`src/rtl/table_operand_seq.sv`:
```
// table_operand_seq
//   Operand sequencer for the init-table compute stage. Holds a DIM x DIM
//   table of WIDTH-bit words (reset-loaded to r*DIM+c). On START, it streams
//   every entry in row-major order as the pair A=tab[r][c] and B=tab[c][r]
//   over a valid/ready handshake. The table is host-writable only while idle.
// Ports
//   i_clk, i_rst_n   clock (rising edge), async active-low reset
//   i_we/i_waddr/i_wdata  table write ({row,col} address), idle only
//   i_start, i_abort      begin / terminate a sweep
//   o_a, o_b, o_valid, i_ready  operand stream (B is the transposed entry)
//   o_idx                 current {row,col}
//   o_busy, o_done        busy in RUN, one-cycle pulse after the last beat
//   o_werr                sticky: write attempted outside idle
module table_operand_seq #(
  parameter int WIDTH = 8,
  parameter int DIM   = 4,
  localparam int HW   = $clog2(DIM),
  localparam int AW   = 2*HW
) (
  input  logic             i_clk,
  input  logic             i_rst_n,
  input  logic             i_we,
  input  logic [AW-1:0]    i_waddr,
  input  logic [WIDTH-1:0] i_wdata,
  input  logic             i_start,
  input  logic             i_abort,
  output logic [WIDTH-1:0] o_a,
  output logic [WIDTH-1:0] o_b,
  output logic             o_valid,
  input  logic             i_ready,
  output logic [AW-1:0]    o_idx,
  output logic             o_busy,
  output logic             o_done,
  output logic             o_werr
);

  typedef enum logic [1:0] {S_IDLE, S_RUN, S_FIN} state_t;

  state_t           r_state, w_state_nxt;
  logic [AW-1:0]    r_idx, w_idx_nxt;
  logic [WIDTH-1:0] r_tab [DIM*DIM];
  logic             r_werr;
  logic [AW-1:0]    w_tidx;

  // Next state / index. ABORT outranks a beat in the same cycle.
  always_comb begin
    w_state_nxt = r_state;
    w_idx_nxt   = r_idx;
    case (r_state)
      S_IDLE: if (i_start) begin
        w_state_nxt = S_RUN;
        w_idx_nxt   = '0;
      end
      S_RUN: begin
        if (i_abort) begin
          w_state_nxt = S_IDLE;
          w_idx_nxt   = '0;
        end else if (i_ready) begin
          // Index is exactly AW bits, so the last beat wraps it to 0.
          w_idx_nxt = r_idx + AW'(1);
          if (r_idx == {AW{1'b1}}) w_state_nxt = S_FIN;
        end
      end
      S_FIN:   w_state_nxt = S_IDLE;
      default: begin
        w_state_nxt = S_IDLE;
        w_idx_nxt   = '0;
      end
    endcase
  end

  always_ff @(posedge i_clk or negedge i_rst_n) begin
    if (!i_rst_n) begin
      r_state <= S_IDLE;
      r_idx   <= '0;
    end else begin
      r_state <= w_state_nxt;
      r_idx   <= w_idx_nxt;
    end
  end

  // Table: flat row-major storage, so entry i holds r*DIM+c == i at reset.
  always_ff @(posedge i_clk or negedge i_rst_n) begin
    if (!i_rst_n) begin
      for (int i = 0; i < DIM*DIM; i++) r_tab[i] <= WIDTH'(i);
    end else if (i_we && r_state == S_IDLE) begin
      r_tab[i_waddr] <= i_wdata;
    end
  end

  always_ff @(posedge i_clk or negedge i_rst_n) begin
    if (!i_rst_n)                       r_werr <= 1'b0;
    else if (i_we && r_state != S_IDLE) r_werr <= 1'b1;
  end

  // Transpose address: swap the row and col halves of {r,c}.
  assign w_tidx  = {r_idx[HW-1:0], r_idx[AW-1:HW]};

  assign o_a     = r_tab[r_idx];
  assign o_b     = r_tab[w_tidx];
  assign o_idx   = r_idx;
  assign o_valid = (r_state == S_RUN);
  assign o_busy  = (r_state == S_RUN);
  assign o_done  = (r_state == S_FIN);
  assign o_werr  = r_werr;

endmodule

```
`config.mk`:
```
export PLATFORM = sky130hd
export DESIGN_NAME = table_operand_seq
export DESIGN_NICKNAME = d
export VERILOG_FILES = /design/src/rtl/table_operand_seq.sv
export SDC_FILE = /design/constraint.sdc
export NUM_CORES = 1
export LEC_CHECK = 0
export ABC_AREA = 0
export CAP_MARGIN = 10
export CORE_ASPECT_RATIO = 2
export CORE_MARGIN = 2
export CORE_UTILIZATION = 54
export CTS_CLUSTER_SIZE = 8
export DETAILED_ROUTE_END_ITERATION = 10
export GPL_ROUTABILITY_DRIVEN = 1
export PLACE_DENSITY = 0.76
export SLEW_MARGIN = 20
export SYNTH_ARGS = -nofsm -noshare
export SYNTH_HDL_FRONTEND = slang
export SYNTH_SLANG_ARGS = --single-unit
export TNS_END_PERCENT = 5
```
`constraint.sdc`:
```
create_clock -name i_clk -period 2.2 [get_ports i_clk]
set_input_delay 0.66 -clock i_clk [delete_from_list [all_inputs] [get_ports i_clk]]
set_output_delay 0.66 -clock i_clk [all_outputs]
set_load 0.01 [all_outputs]
```
==> metrics.csv <==
stage,metric,value,unit
yosys,yosysWarnings,0,
clock_tree,cts_tree,yes,
critical_path,critPathBufInv,3,
global_route,grt_max_degree,42,
critical_path,cp.required,1.54,ns
timing,max-slew-margin-rel,0.585,
timing,fin_ws,-0.724,ns
yosys,yosysSeqAreaShare,0.462,
clock_tree,clock_path_buffers,2,
drt,drt_iter0_drc,578,
drt,drt_wl_total,22.9,mm
yosys,synthArstFlopShare,1.00,
placed_design,place_congestion,0.954,
timing,fin_setup_tns,-10.14,ns
clock_tree,clock_latency,0.43,ns
clock_tree,path_clk_slew,0.07,ns
global_route,antenna_found_initial,0,
critical_path,critPathMaxStageDelay,0.51,ns
status,violations,setup timing,
clock_tree,hold_buffers,0,
worst_hold_path,worstHoldPathType,in -> async,
yosys,synthesis.nets,542,
yosys,yosysUniqueCellTypes,47,
status,status,finished with violations,
placed_design,place_inst,786,
clock_tree,root_buffer,clkbuf_16,
placed_design,io_buffers,41,
floorplanning,die_h,170,um
layout,fin_nets,690,
layout,diodes,0,
floorplanning,core-area,13400,um2
global_route,grt_pass1_wl,34.9,mm
critical_path,cp-start-kind,register,
timing,hold_viol,0,
power_and_ir_drop,total_leakage_power,4.10,nW
floorplanning,dieArea,14700,um2
yosys,syn_area_per_cell,14.1,um2
timing,tightest_slew,0.623,ns
clock_tree,cts_buffers,17,
critical_path,end_kind,output pin,
timing,worst_hold_slack,0.238,ns
layout,area_delta_synth_final,31.2,%
power_and_ir_drop,cellPowerDensity,938,nW/um2
drt,vias,5682,
flow_run,timing.max_cap.violations,0,
critical_path,cp.arrival,2.26,ns
critical_path,cp_max_fo,7,
timing,rsz0062_at_grt,true,
yosys,ys.flop_type,dfrtp_1,
placed_design,placed_area,8740,um2
drt,vias_per_cell,6.77,
power_and_ir_drop,totalPowerFinal,9.10,mW
timing,fmax,0.342,GHz
floorplanning,io_pins,42,
timing,finalSetupViolations,16,
global_route,grt-ovfl-total,0,
drt,avgRoutedWirePerCell,27.3,um
critical_path,cpMaxStageDelayCell,dfrtp_2,
yosys,synth_edf_count,0,
yosys,synth_area,7400,um2
drt,ant_nets,0,
yosys,synthCells,523,
timing,fin_crit_sh,1.33,
timing,fin_crit,2.92,ns
timing,fin_worst_skew,0.00940,ns
layout,fill_cells,828,
floorplanning,die_x,86.8,um
placed_design,dp_hpwl,15.1,mm
critical_path,timing_worst_setup_path_type,reg -> out,
layout,fin_area,9700,um2
power_and_ir_drop,peakVddDrop,588,uV
drt,drc,0,
timing,slew_viol_final,0,
drt,drt_first_pass_iters,5,
floorplanning,rows,60,
layout,drive_gt1_frac,0.637,
clock_tree,cts.sink_count,135,
clock_tree,htreeDepth,4,
global_route,grtUsageTotal,0.324,
yosys,synth-seq-cells,135,
layout,instances_no_fill,839,
critical_path,cp_cell_sequence,buf_12 > buf_8 > mux2i_4 > a221oi_4 > o21ai_2 > a21oi_2 > buf_2,
floorplanning,initial_utilization,0.550,
global_route,grt_pass1_vias,6246,
critical_path,cp_top_family,compound AO/OA/AOI/OAI gates,
## worst paths after layout
check                           start    endpoint  slack [ns]  cells past startpoint
max                          o_idx[0]      o_a[6]       -0.72                      7
min reg2reg                    o_werr      o_werr        0.47                      1
max reg2reg                r_state[1]  r_tab[122]        0.21                      5
max in group asynchronous     i_rst_n  r_tab[112]        1.26                      2
min in group i_clk             o_werr      o_werr        0.47                      1
min                           i_rst_n  r_tab[111]        0.24                      1
## cell type report
type	count	area (um2)	area share
Clock buffer	18	429	0.0442
Clock inverter	14	151	0.0156
Inverter	4	15.0	0.00155
Multi-Input combinational cell	344	3950	0.407
Sequential cell	135	3420	0.353
Tap cell	155	194	0.0200
Timing Repair Buffer	169	1540	0.158
## placed cells by master (no fill, tap or decap), drive strengths merged, types with 3 or more instances in the layout
cell type / n
a22oi: 9
nor2: 16
clkbuf: 19
o21a: 3
nand2: 15
o32a: 3
o21ai: 16
inv: 5
nor2b: 7
nor3: 3
dfstp: 32
clkdlybuf4s50: 18
buf: 144
nand3: 7
a221oi: 11
mux2: 129
nand2b: 6
a32oi: 6
mux4: 45
and2: 3
a21oi: 4
clkinv: 9
mux2i: 47
dfrtp: 103
dlygate4sd2: 4
## sequential cells by signal, summed over array words and instances (netlist names)
name     count
o_idx        4
o_werr       1
r_tab      128
r_state      2
## metal layers
layer	vias to the layer above	global-route usage	wire (um)
met1	2921	0.368	8050
li1	2314	-	-
met2	344	0.533	11700
met5	-	0	0
met4	0	0.215	1770
met3	103	0.0749	1400
## through the flow
stage,setup slack (ns),utilization
final,-0.724,0.722
after global routing,-0.799,0.722
after CTS,-0.718,0.718
after detailed placement,-0.698,0.650
after global placement,-0.672,0.650
after floorplan,-0.0528,-
## where the power goes
group	switching [mW]	internal (mW)
Sequential	0.508	3.20
Clock	1.17	1.68
Combinational	1.08	1.47
Total	2.76	6.34
## timing repair
action / 4_1_cts / 5_1_grt
setup endpoints to repair: 22 / 25
pin swaps: 15 / 7
setup buffers: 20 / 1
cloned: 1 / 0
resized for setup: 123 / 26
## Yosys cell counts (2+ instances only)
cell type  count  area share
a21oi_1        4      0.0027
a221oi_1      11       0.013
a22oi_1        9      0.0091
a32oi_1        6      0.0071
and2_1         2      0.0017
buf_1          2      0.0010
buf_2          8      0.0054
buf_4          9      0.0091
buf_6          2      0.0030
clkbuf_1      18      0.0091
dfrtp_1      103        0.35
dfstp_2       32        0.11
inv_1          3      0.0015
mux2_2       128        0.19
mux2i_1       47       0.064
mux4_2        45        0.14
nand2_1       12      0.0061
nand2_2        3      0.0025
nand2b_1       6      0.0051
nand3_1        5      0.0034
nand3_2        2      0.0027
nor2_1        10      0.0051
nor2_2         5      0.0042
nor2b_1        7      0.0059
nor3_4         2      0.0044
o21a_1         3      0.0030
o21ai_0       16       0.011
o32a_1         3      0.0041
or3_1          2      0.0017
## cells by family (layout without fill, tap and decap cells)
group,Yosys count,after routing,share of synthesized area
and+or+nand+nor,63,63,0.0513
adders and majority gates,1,1,0.00169
buffers and inverters,44,205,0.0304
muxes,221,221,0.397
DFF,135,135,0.462
AOI/OAI and AO/OA,59,59,0.0574
No activity file was read; power rests on OpenSTA's default activity.
